[config.mk]
export PLATFORM = sky130hd
export DESIGN_NAME = operand_arbiter_flat
export DESIGN_NICKNAME = d
export VERILOG_FILES = /design/src/rtl/operand_arbiter_if.sv /design/src/rtl/operand_arbiter.sv /design/src/flat_wrapper.sv
export SDC_FILE = /design/constraint.sdc
export NUM_CORES = 1
export LEC_CHECK = 0
export ABC_CLOCK_PERIOD_IN_PS = 1900
export CORE_UTILIZATION = 40
export DETAILED_ROUTE_END_ITERATION = 10
export GPL_TIMING_DRIVEN = 1
export PLACE_DENSITY = 0.83
export SLEW_MARGIN = 20
export SYNTH_ARGS = -nofsm -noshare
export SYNTH_HDL_FRONTEND = slang
export SYNTH_SLANG_ARGS = --single-unit
[constraint.sdc]
create_clock -name clk -period 1.9 [get_ports clk]
set_input_delay 0.38 -clock clk [delete_from_list [all_inputs] [get_ports clk]]
set_output_delay 0.38 -clock clk [all_outputs]
set_load 0.03 [all_outputs]
[src/rtl/operand_arbiter_if.sv]
// Handshake bundle between three operand requesters, the arbiter and the downstream sink.
// master is the arbiter's view; slave is the surrounding logic's view.
interface operand_arbiter_if #(
  parameter int WIDTH = 32
);
  logic [2:0]       req_valid;
  logic [WIDTH-1:0] req_data0;
  logic [WIDTH-1:0] req_data1;
  logic [WIDTH-1:0] req_data2;
  logic [2:0]       req_ready;
  logic             out_valid;
  logic [WIDTH-1:0] out_data;
  logic [1:0]       out_src;
  logic             out_ready;
  logic [1:0]       sel;
  logic             busy;

  modport master (
    input  req_valid, req_data0, req_data1, req_data2, out_ready,
    output req_ready, out_valid, out_data, out_src, sel, busy
  );

  modport slave (
    output req_valid, req_data0, req_data1, req_data2, out_ready,
    input  req_ready, out_valid, out_data, out_src, sel, busy
  );
endinterface

[src/rtl/operand_arbiter.sv]
// Round-robin arbiter for three operand streams feeding one registered output beat.
// A grant lasts up to MAX_BURST beats or until the owner drops valid.
module operand_arbiter #(
  parameter int WIDTH     = 32,
  parameter int MAX_BURST = 4
) (
  input logic                clk,
  input logic                rst_n,
  operand_arbiter_if.master  bus
);
  typedef enum logic {IDLE = 1'b0, GRANT = 1'b1} state_t;

  localparam logic [3:0] LAST_BEAT = 4'(MAX_BURST - 1);

  state_t           state_reg, state_next;
  logic [1:0]       sel_reg, sel_next;
  logic [1:0]       ptr_reg, ptr_next;
  logic [3:0]       burst_cnt_reg, burst_cnt_next;
  logic             out_valid_reg, out_valid_next;
  logic [WIDTH-1:0] out_data_reg, out_data_next;
  logic [1:0]       out_src_reg, out_src_next;

  logic             can_load;
  logic             xfer;
  logic             sel_valid;
  logic [WIDTH-1:0] sel_data;
  logic [1:0]       winner;
  logic [1:0]       cand;
  logic [1:0]       ptr_after_sel;
  logic [2:0]       ready_vec;

  function automatic logic [1:0] rot3(input logic [1:0] base, input int k);
    int s;
    s = int'(base) + k;
    if (s >= 3) s = s - 3;
    return 2'(s);
  endfunction

  assign can_load      = !out_valid_reg || bus.out_ready;
  assign xfer          = (state_reg == GRANT) && sel_valid && can_load;
  assign ptr_after_sel = (sel_reg == 2'd2) ? 2'd0 : sel_reg + 2'd1;

  generate
    for (genvar gi = 0; gi < 3; gi++) begin : g_ready
      assign ready_vec[gi] = (state_reg == GRANT) && (sel_reg == 2'(gi)) && can_load;
    end
  endgenerate

  always_comb begin
    sel_valid = 1'b0;
    sel_data  = '0;
    case (sel_reg)
      2'd0:    begin sel_valid = bus.req_valid[0]; sel_data = bus.req_data0; end
      2'd1:    begin sel_valid = bus.req_valid[1]; sel_data = bus.req_data1; end
      2'd2:    begin sel_valid = bus.req_valid[2]; sel_data = bus.req_data2; end
      default: begin sel_valid = 1'b0; sel_data = '0; end
    endcase
  end

  // Scan from the farthest candidate back to ptr so the nearest valid one wins.
  always_comb begin
    winner = ptr_reg;
    cand   = ptr_reg;
    for (int k = 2; k >= 0; k--) begin
      cand = rot3(ptr_reg, k);
      if (bus.req_valid[cand]) winner = cand;
    end
  end

  always_comb begin
    state_next     = state_reg;
    sel_next       = sel_reg;
    ptr_next       = ptr_reg;
    burst_cnt_next = burst_cnt_reg;
    out_valid_next = out_valid_reg;
    out_data_next  = out_data_reg;
    out_src_next   = out_src_reg;
    case (state_reg)
      IDLE: begin
        if (|bus.req_valid) begin
          state_next     = GRANT;
          sel_next       = winner;
          burst_cnt_next = '0;
        end
      end
      GRANT: begin
        if (xfer) begin
          burst_cnt_next = burst_cnt_reg + 4'd1;
          if (burst_cnt_reg == LAST_BEAT) begin
            state_next = IDLE;
            ptr_next   = ptr_after_sel;
          end
        end else if (!sel_valid) begin
          state_next = IDLE;
          ptr_next   = ptr_after_sel;
        end
      end
      default: state_next = IDLE;
    endcase
    // A load in the same cycle as a drain keeps the beat register full.
    if (xfer) begin
      out_valid_next = 1'b1;
      out_data_next  = sel_data;
      out_src_next   = sel_reg;
    end else if (bus.out_ready) begin
      out_valid_next = 1'b0;
    end
  end

  always_ff @(posedge clk or negedge rst_n) begin
    if (!rst_n) begin
      state_reg     <= IDLE;
      sel_reg       <= '0;
      ptr_reg       <= '0;
      burst_cnt_reg <= '0;
      out_valid_reg <= 1'b0;
      out_data_reg  <= '0;
      out_src_reg   <= '0;
    end else begin
      state_reg     <= state_next;
      sel_reg       <= sel_next;
      ptr_reg       <= ptr_next;
      burst_cnt_reg <= burst_cnt_next;
      out_valid_reg <= out_valid_next;
      out_data_reg  <= out_data_next;
      out_src_reg   <= out_src_next;
    end
  end

  assign bus.req_ready = ready_vec;
  assign bus.out_valid = out_valid_reg;
  assign bus.out_data  = out_data_reg;
  assign bus.out_src   = out_src_reg;
  assign bus.sel       = sel_reg;
  assign bus.busy      = (state_reg == GRANT);
endmodule

[src/flat_wrapper.sv]
// flat-port wrapper written by rule: the top's interface ports become plain ports
module operand_arbiter_flat 
#(
  parameter int WIDTH     = 32,
  parameter int MAX_BURST = 4
)
  (clk, rst_n, bus_req_valid, bus_req_data0, bus_req_data1, bus_req_data2, bus_out_ready, bus_req_ready, bus_out_valid, bus_out_data, bus_out_src, bus_sel, bus_busy);
  operand_arbiter_if #(.WIDTH(WIDTH)) bus_i ();
  input logic clk;
  input logic rst_n;
  input wire logic [$bits(bus_i.req_valid)-1:0] bus_req_valid;
  input wire logic [$bits(bus_i.req_data0)-1:0] bus_req_data0;
  input wire logic [$bits(bus_i.req_data1)-1:0] bus_req_data1;
  input wire logic [$bits(bus_i.req_data2)-1:0] bus_req_data2;
  input wire logic [$bits(bus_i.out_ready)-1:0] bus_out_ready;
  output wire logic [$bits(bus_i.req_ready)-1:0] bus_req_ready;
  output wire logic [$bits(bus_i.out_valid)-1:0] bus_out_valid;
  output wire logic [$bits(bus_i.out_data)-1:0] bus_out_data;
  output wire logic [$bits(bus_i.out_src)-1:0] bus_out_src;
  output wire logic [$bits(bus_i.sel)-1:0] bus_sel;
  output wire logic [$bits(bus_i.busy)-1:0] bus_busy;
  assign bus_i.req_valid = bus_req_valid;
  assign bus_i.req_data0 = bus_req_data0;
  assign bus_i.req_data1 = bus_req_data1;
  assign bus_i.req_data2 = bus_req_data2;
  assign bus_i.out_ready = bus_out_ready;
  assign bus_req_ready = bus_i.req_ready;
  assign bus_out_valid = bus_i.out_valid;
  assign bus_out_data = bus_i.out_data;
  assign bus_out_src = bus_i.out_src;
  assign bus_sel = bus_i.sel;
  assign bus_busy = bus_i.busy;
  operand_arbiter #(.WIDTH(WIDTH), .MAX_BURST(MAX_BURST)) u_core (.clk(clk), .rst_n(rst_n), .bus(bus_i));
endmodule
==> parameters.txt, run 1 <==
Parameter                              Value

Clocking
  CTS hold repair buffers    0
  Source-to-sink clock delay at the later pin of the worst-skew pair    0.29 ns
  Clock buffers created by TritonCTS    5
  Depth of the CTS H-tree    2
  Clock buffer depth    2
  CTS tree    yes
  Sink count of the clock tree    44
  Post-CTS setup-driven buffer insertion count    0
  Reg clk slew, reported paths    0.08 ns
  Cts repair resizes    3
  Root buffer cell    sky130_fd_sc_hd__clkbuf_8

Synth
  Instance count of the mapped netlist    272
  Xor/xnor share of the synthesized area    0
  Post-Synthesis Mean Instance Area    10.3 um^2
  Yosys top cell area share    0.393
  Area of the mapped netlist    0.00280 mm^2
  Compound-gate portion of the synthesized area    0.111
  Mux contribution to synthesized area    0.313
  Main combinational cell family by area after synthesis    multiplexers
  Most common cell in the netlist    sky130_fd_sc_hd__dfrtp_1
  Adder and majority cell fraction of the synthesized area    0.0223
  Share of synthesized cell area in and, or, nand and nor gates    0.109
  Synth area leaders    sky130_fd_sc_hd__dfrtp_1 (39%), sky130_fd_sc_hd__mux2_4 (15%), sky130_fd_sc_hd__mux2i_1 (14%)
  Prevailing post-synth register cell    sky130_fd_sc_hd__dfrtp_1
  Cell type with the largest total area after synthesis    sky130_fd_sc_hd__dfrtp_1
  Flop and latch count out of synthesis    44
  Proportion of register bits with asynchronous set or reset after synthesis    1.00
  Most frequent cells after synthesis    sky130_fd_sc_hd__dfrtp_1 (44), sky130_fd_sc_hd__nand2_1 (43), sky130_fd_sc_hd__mux2i_1 (40)
  Count of different cell masters after synthesis    34
  Number of synthesized flops with an enable pin    0
  Synthesis Warnings    0
  Post-Syn Nets    379
  Sequential fraction of the synthesis area    0.393

Cells and area
  Final std cells w/o fill    514
  Number of flip-flops under the largest register name    32
  Final net count    525
  Layout Utilization    0.662
  Antenna fix cells    0
  Fraction of final layout cells with drive strength greater than 1    0.175
  Relative area change from synthesis to final layout    60.4%
  Fill count    543

Drt
  DRT Wirelength    7.88 mm
  TritonRoute pass-1 iters    9
  Routed len/inst    15.3 um
  Per-cell via count in the routed design    5.00
  Iteration-0 DRC count of the detailed router    120
  Total via count in the routed design    2,568
  Post-detailed-route DRC marker count    2
  Post-DRT Antenna Nets    0

Pwr
  Clock network fraction of total power    0.077
  Gate power share    0.681
  Switching power of the nets    3.03 mW
  Relative contribution of sequential cells to total power    0.243
  Worst ir drop on vdd    0.000856 V
  Internal power    4.00 mW
  Switching part of the total    0.430
  Final Power    7.03 mW
  Static leakage    1.98 nW
  Pwr/cell area    1560 mW/mm^2

STA
  Tightest slew margin relative to the limit    0.568
  Count of endpoints failing hold in the final timing report    0
  Total setup violations reported at the end of the flow    0
  Transition at the pin with the smallest max-transition slack    0.646 ns
  Max Fclk    0.541 GHz
  Final Skew    0.00403 ns
  Worst hold margin    0.0497 ns
  Post-layout minimum cycle time    1.85 ns
  Number of pins with negative max-slew slack in the final report    0
  Period Utilization, post-route    0.972

Global routing
  Global-route wire length before repair    12.4 mm
  Pin count of the biggest net entering global routing    31
  Number of global-route vias before repair    2,571
  GRT Resource Usage Total    0.216
  Initial antenna violation count    0
  Remaining global-route overflow    0

Critical path
  Critical-path maximum fanout    5
  Worst Path Required    1.52 ns
  Endpoint kind of the worst setup timing path    output pin
  CP startpoint kind    input port
  Length in cells of the worst reg-to-reg path    6
  Worst setup path category    input port to output pin
  Worst EP arrival    1.47 ns

Die
  Initial core utilization    0.413
  Number of placement rows    30
  Die Span Y    85.7 um
  DIE WIDTH    85.7 um
  I/O pin cnt    143
  Core footprint    0.00679 mm^2
  Die area    0.00735 mm^2

Flow run
  Count of max-cap constraint violations    0

Place
  GP Congestion    0.775
  Cell Count Post-Placement    507
  Number of port buffers    142
  Final HPWL from detailed placement    6.15 mm

Min path
  Class of the most critical hold timing path    input port to asynchronous set/reset pin

Outcome
  Outcome    complete, but fails checks
  Violations in the final reports    design-rule violations
## per-layer routing
metal	track usage	vias up	share of wire	wire length [um]
li1	-	1244	-	-
met1	0.258	1215	0.41	3210
met2	0.394	99	0.52	4090
met3	0.0472	10	0.061	483
met4	0.0545	0	0.012	96
met5	0	-	0	0
## cells in the final DEF (no fill, tap or decap), drive strengths merged
master,count
clkdlybuf4s50,135
dfrtp,44
nand2,43
mux2i,40
o21ai,38
mux2,33
buf,23
inv,7
nor2,6
clkbuf,6
o22ai,5
ha,5
nand3,4
a221oi,3
nor2b,3
and2,3
a22o,2
a21oi,2
nand2b,2
nor3,2
nor3b,1
nand3b,1
or2,1
nand4b,1
and3,1
a31oi,1
o2111ai,1
o22a,1
nor4,1
o21bai,1
clkinv,1
dlygate4sd2,1
## worst max-delay path, cell delays in order
cell and delay (ns):
sky130_fd_sc_hd__clkdlybuf4s50_1 0.46, sky130_fd_sc_hd__nand2b_4 0.14, sky130_fd_sc_hd__nand2_4 0.07, sky130_fd_sc_hd__buf_4 0.15
sky130_fd_sc_hd__nor3_2 0.09, sky130_fd_sc_hd__buf_4 0.17
## metrics by stage
step           worst slack (ns)  area (um^2)  setup TNS [ns]
2_1_floorplan           -0.0583         2810         -0.0583
3_3_place_gp            -0.0578         4400          -0.960
3_5_place_dp            -0.0839         4400           -1.58
4_1_cts                 0.00187         4480               0
5_1_grt                -0.00491         4500        -0.00491
6_report                 0.0528         4500               0
## path summary, 6_finish.rpt
kind | slack, ns | startpoint | to
setup / recovery | 0.05 | bus_out_ready | bus_req_ready[0]
hold reg to reg | 0.48 | u_core.burst_cnt_reg[3]$_DFFE_PN0P_ | u_core.burst_cnt_reg[3]$_DFFE_PN0P_
max in group asynchronous | 1.34 | rst_n | u_core.bus.out_data[0]$_DFFE_PN0P_
setup reg to reg | 0.22 | u_core.ptr_reg[0]$_DFFE_PN0P_ | u_core.bus.sel[0]$_DFFE_PN0P_
hold / removal | 0.05 | rst_n | u_core.bus.out_data[6]$_DFFE_PN0P_
min in group clk | 0.48 | u_core.burst_cnt_reg[3]$_DFFE_PN0P_ | u_core.burst_cnt_reg[3]$_DFFE_PN0P_
## cells by family after synthesis
group,after synthesis
multiplexers,73
AND/OR/NAND/NOR,69
AO/OA/AOI/OAI,54
flip-flops,44
buffers and inverters,27
adder cells (fa/ha/maj),5
## cell type report
class,instances,area (um^2),area share
flip-flops and latches,44,1100,0.245
inverters,7,26.3,0.00584
multi-input cells,201,1590,0.353
repair buffers,159,1580,0.352
clock inverters,1,5.00,0.00111
well taps,96,120,0.0267
clock buffers,6,72.6,0.0161
## power by group through the flow
stage / sequential, mW / combinational [mW] / clock (mW)
finish: 1.71 / 4.78 / 0.538
CTS: 1.70 / 4.80 / 0.559
detailed placement: 1.71 / 4.79 / 0
floorplan: 2.42 / 2.37 / 0
global placement: 1.70 / 4.67 / 0
global route: 1.77 / 5.10 / 0.604
(Power assumes the default switching activity.)
==> inputs of run 2 (changes only) <==
--- a/config.mk
+++ b/config.mk
@@ -5,8 +5,10 @@
 export SDC_FILE = /design/constraint.sdc
 export NUM_CORES = 1
 export LEC_CHECK = 0
+export ABC_AREA = 1
 export ABC_CLOCK_PERIOD_IN_PS = 1900
-export CORE_UTILIZATION = 40
+export CORE_MARGIN = 2
+export CORE_UTILIZATION = 39
 export DETAILED_ROUTE_END_ITERATION = 10
 export GPL_TIMING_DRIVEN = 1
 export PLACE_DENSITY = 0.83
==> run 2 against run 1 <==
Compared with the run above:
- the run now ends clean
- utilization is 0.39 points higher
- clock power is 33% higher
- worst setup slack better by 0.042 ns
- routed wire length is 4.6% higher
- first-iteration DRC count is 13% higher
- sequential share of layout area is 1.4 points higher
- critical path depth stayed put
- via count is 15% higher
- global-route usage is 1.4 points higher
- critical path type unchanged
- critical endpoint is now bus_req_ready[1]
- largest cell class is now non-clock buffers
- largest power group unchanged
==> parameters.txt, run 2 <==
Parameter                              Value

Outcome
  Outcome    completed (was complete, but fails checks)

Synth
  Number of synthesized flops with an enable pin    0 (unchanged)
  Proportion of register bits with asynchronous set or reset after synthesis    1.00 (unchanged)
  Cell type with the largest total area after synthesis    sky130_fd_sc_hd__dfrtp_1 (unchanged)
  Synth area leaders    sky130_fd_sc_hd__dfrtp_1 (43%), sky130_fd_sc_hd__nand2_1 (26%), sky130_fd_sc_hd__nand3_1 (9.1%) (was sky130_fd_sc_hd__dfrtp_1 (39%), sky130_fd_sc_hd__mux2_4 (15%), sky130_fd_sc_hd__mux2i_1 (14%))
  Synthesis Warnings    0 (unchanged)
  Most frequent cells after synthesis    sky130_fd_sc_hd__nand2_1 (177), sky130_fd_sc_hd__nand3_1 (47), sky130_fd_sc_hd__dfrtp_1 (44) (was sky130_fd_sc_hd__dfrtp_1 (44), sky130_fd_sc_hd__nand2_1 (43), sky130_fd_sc_hd__mux2i_1 (40))
  Sequential fraction of the synthesis area    0.427 (was 0.393)
  Count of different cell masters after synthesis    25 (was 34)
  Instance count of the mapped netlist    379 (was 272)
  Yosys top cell area share    0.427 (was 0.393)
  Flop and latch count out of synthesis    44 (unchanged)
  Post-Syn Nets    486 (was 379)
  Most common cell in the netlist    sky130_fd_sc_hd__nand2_1 (was sky130_fd_sc_hd__dfrtp_1)
  Prevailing post-synth register cell    sky130_fd_sc_hd__dfrtp_1 (unchanged)
  Post-Synthesis Mean Instance Area    6.80 um^2 (was 10.3 um^2)
  Area of the mapped netlist    0.00258 mm^2 (was 0.00280 mm^2)

Cells and area
  Relative area change from synthesis to final layout    65.0% (was 60.4%)
  Final net count    630 (was 525)
  Final std cells w/o fill    601 (was 514)
  Commonest non-fill, non-tap cell in the layout    sky130_fd_sc_hd__nand2_1 (was sky130_fd_sc_hd__clkdlybuf4s50_1)
  Fill count    552 (was 543)
  Antenna fix cells    0 (unchanged)
  Highest-count cells in the layout ignoring fill and taps    sky130_fd_sc_hd__nand2_1 (177), sky130_fd_sc_hd__clkdlybuf4s50_1 (135), sky130_fd_sc_hd__nand3_1 (47), sky130_fd_sc_hd__dfrtp_1 (42), sky130_fd_sc_hd__inv_1 (24) (was sky130_fd_sc_hd__clkdlybuf4s50_1 (135), sky130_fd_sc_hd__nand2_1 (42), sky130_fd_sc_hd__dfrtp_1 (42), sky130_fd_sc_hd__mux2i_1 (40), sky130_fd_sc_hd__o21ai_0 (37))
  Layout Utilization    0.666 (was 0.662)
  Number of flip-flops under the largest register name    32 (unchanged)
  Fraction of final layout cells with drive strength greater than 1    0.0725 (was 0.175)

STA
  Transition at the pin with the smallest max-transition slack    0.517 ns (was 0.646 ns)
  Post-layout minimum cycle time    1.80 ns (was 1.85 ns)
  Period Utilization, post-route    0.950 (was 0.972)
  Worst Slack Setup Final    0.0953 ns (was 0.0528 ns)
  Tightest slew margin relative to the limit    0.655 (was 0.568)
  Count of endpoints failing hold in the final timing report    0 (unchanged)
  Final Skew    0.00286 ns (was 0.00403 ns)
  Setup repair after global routing missed its margin    no
  Max Fclk    0.554 GHz (was 0.541 GHz)
  Total setup violations reported at the end of the flow    0 (unchanged)
  Number of pins with negative max-slew slack in the final report    0 (unchanged)

Drt
  TritonRoute pass-1 iters    4 (was 9)
  Iteration-0 DRC count of the detailed router    135 (was 120)
  Post-detailed-route DRC marker count    0 (was 2)
  Routed len/inst    13.7 um (was 15.3 um)
  Per-cell via count in the routed design    4.93 (was 5.00)
  Post-DRT Antenna Nets    0 (unchanged)
  DRT Wirelength    8.25 mm (was 7.88 mm)
  Total via count in the routed design    2,964 (was 2,568)

Pwr
  Worst ir drop on vdd    0.000776 V (was 0.000856 V)
  Static leakage    2.07 nW (was 1.98 nW)
  Final Power    6.69 mW (was 7.03 mW)
  Pwr/cell area    1570 mW/mm^2 (was 1560 mW/mm^2)

Critical path
  Endpoint kind of the worst setup timing path    output pin (unchanged)
  Worst setup path category    input port to output pin (unchanged)
  Worst EP arrival    1.42 ns (was 1.47 ns)
  Slowest cell on the critical path    sky130_fd_sc_hd__clkdlybuf4s50_1 (unchanged)
  Most repeated library cell on the critical path    sky130_fd_sc_hd__nor2_1 (was sky130_fd_sc_hd__buf_4)
  Setup slack, reg-to-reg    0.18 ns (was 0.22 ns)
  CP startpoint kind    input port (unchanged)
  Worst Path Required    1.52 ns (about the same)
  Length in cells of the worst reg-to-reg path    10 (was 6)
  Total buffers and inverters traversed by the critical path    3 (unchanged)
  Largest stage delay on the critical path    0.47 ns (was 0.46 ns)
  Reg2Reg Launch Point    u_core.bus.sel[1]$_DFFE_PN0P_ (was u_core.ptr_reg[0]$_DFFE_PN0P_)
  Capturing point of the worst reg2reg path    u_core.bus.out_data[18]$_DFFE_PN0P_ (was u_core.bus.sel[0]$_DFFE_PN0P_)
  Critical-path maximum fanout    3 (was 5)
  Cell class contributing the biggest share of worst-path delay    buffers and inverters (unchanged)
  Cells traversed along the worst timing path    clkdlybuf4s50_1, nor2_1, nor2_1, inv_1, nor2_1, buf_4 (was clkdlybuf4s50_1, nand2b_4, nand2_4, buf_4, nor3_2, buf_4)

Min path
  Class of the most critical hold timing path    input port to asynchronous set/reset pin (unchanged)

Clocking
  Clock buffer depth    2 (unchanged)
  Reg clk slew, reported paths    0.08 ns (about the same)
  CTS tree    yes (unchanged)
  Depth of the CTS H-tree    2 (unchanged)
  Sink count of the clock tree    44 (unchanged)
  Root buffer cell    sky130_fd_sc_hd__clkbuf_8 (unchanged)
  CTS hold repair buffers    0 (unchanged)
  Clock buffers created by TritonCTS    5 (unchanged)
  Source-to-sink clock delay at the later pin of the worst-skew pair    0.29 ns (about the same)

Die
  DIE WIDTH    85.3 um (was 85.7 um)
  Initial core utilization    0.403 (was 0.413)
  Die Span Y    85.3 um (was 85.7 um)
  I/O pin cnt    143 (unchanged)
  Number of placement rows    29 (was 30)
  Die area    0.00727 mm^2 (was 0.00735 mm^2)
  Core footprint    0.00639 mm^2 (was 0.00679 mm^2)

Place
  Pre-CTS setup slack    0.0971 ns (was -0.0839 ns)
  Cell Count Post-Placement    592 (was 507)
  GP Congestion    0.971 (was 0.775)
  Final HPWL from detailed placement    6.31 mm (was 6.15 mm)
  Number of port buffers    142 (unchanged)

Flow run
  Count of max-cap constraint violations    0 (unchanged)

Global routing
  Pin count of the biggest net entering global routing    37 (was 31)
  Initial antenna violation count    0 (unchanged)
  Global-route wire length before repair    13.4 mm (was 12.4 mm)
  Remaining global-route overflow    0 (unchanged)
  GRT Resource Usage Total    0.230 (was 0.216)
  Number of global-route vias before repair    2,983 (was 2,571)
==> run 2: changes by cell type in the layout (fill, tap and decap cells not counted), sizes merged, moves of 6 or more <==
cell / before / now
inv: 7 / 26
mux2i: 40 / 0
nor2: 6 / 27
nand2: 43 / 179
mux2: 33 / 0
nand3: 4 / 47
a21oi: 2 / 8
o21ai: 38 / 14
==> run 2: repair_timing <==
item,CTS,global route
endpoints found under the hold margin,0,0
gates resized for setup,0,5
setup endpoints to repair,1,4
buffers inserted,1,0
pin swaps,1,0
==> run 2: where the power goes <==
part / internal (mW) / switching (mW)
sequential: 1.36 / 0.310
combinational: 1.71 / 2.60
clock: 0.389 / 0.324
total: 3.45 / 3.24
==> run 2: cells by family after synthesis <==
group	Yosys count	share of synthesized area
and+or+nand+nor	255	0.402
buffers and inverters	44	0.0729
DFF	44	0.427
AOI/OAI and AO/OA	30	0.0699
adders and majority gates	5	0.0243
xor gates and xnor gates	1	0.00340
==> run 2: worst max path at each step <==
stage / end / start / cells past startpoint / slack, ns
6_report: bus_req_ready[1] / bus_out_ready / 6 / 0.1
2_1_floorplan: bus_req_ready[0] / u_core.bus.sel[0]$_DFFE_PN0P_ / 5 / -0.006
3_3_place_gp: bus_req_ready[1] / bus_out_ready / 6 / 0.13
4_1_cts: bus_busy / u_core.bus.busy$_DFF_PN0_ / 1 / 0.03
5_1_grt: u_core.bus.out_data[3]$_DFFE_PN0P_ / u_core.bus.sel[1]$_DFFE_PN0P_ / 10 / 0.04
3_5_place_dp: u_core.bus.out_data[18]$_DFFE_PN0P_ / bus_req_valid[1] / 8 / 0.1
==> run 2: cell type report <==
class / instances / area (um^2) / share of cell area
Timing Repair Buffer: 155 / 1550 / 0.364
Multi-Input combinational cell: 291 / 1290 / 0.304
Sequential cell: 44 / 1100 / 0.260
Inverter: 26 / 100 / 0.0236
Tap cell: 77 / 96.3 / 0.0227
Clock buffer: 5 / 68.8 / 0.0162
Clock inverter: 3 / 42.5 / 0.0100
==> run 2: stage by stage <==
step / hold WS, ns / setup TNS (ns) / area (um^2)
6_report: 0.0497 / 0 / 4250
5_1_grt: 0.0691 / 0 / 4250
4_1_cts: 0.0543 / 0 / 4240
3_5_place_dp: 0.378 / 0 / 4120
3_3_place_gp: 0.372 / 0 / 4120
2_1_floorplan: 0.0844 / -0.00636 / 2580
==> run 2: layer usage <==
metal / track usage / vias up / wire [um]
met5: 0 / - / 0
met4: 0.0635 / 0 / 142
met3: 0.0749 / 12 / 665
met2: 0.418 / 118 / 4190
met1: 0.258 / 1355 / 3240
li1: - / 1479 / -
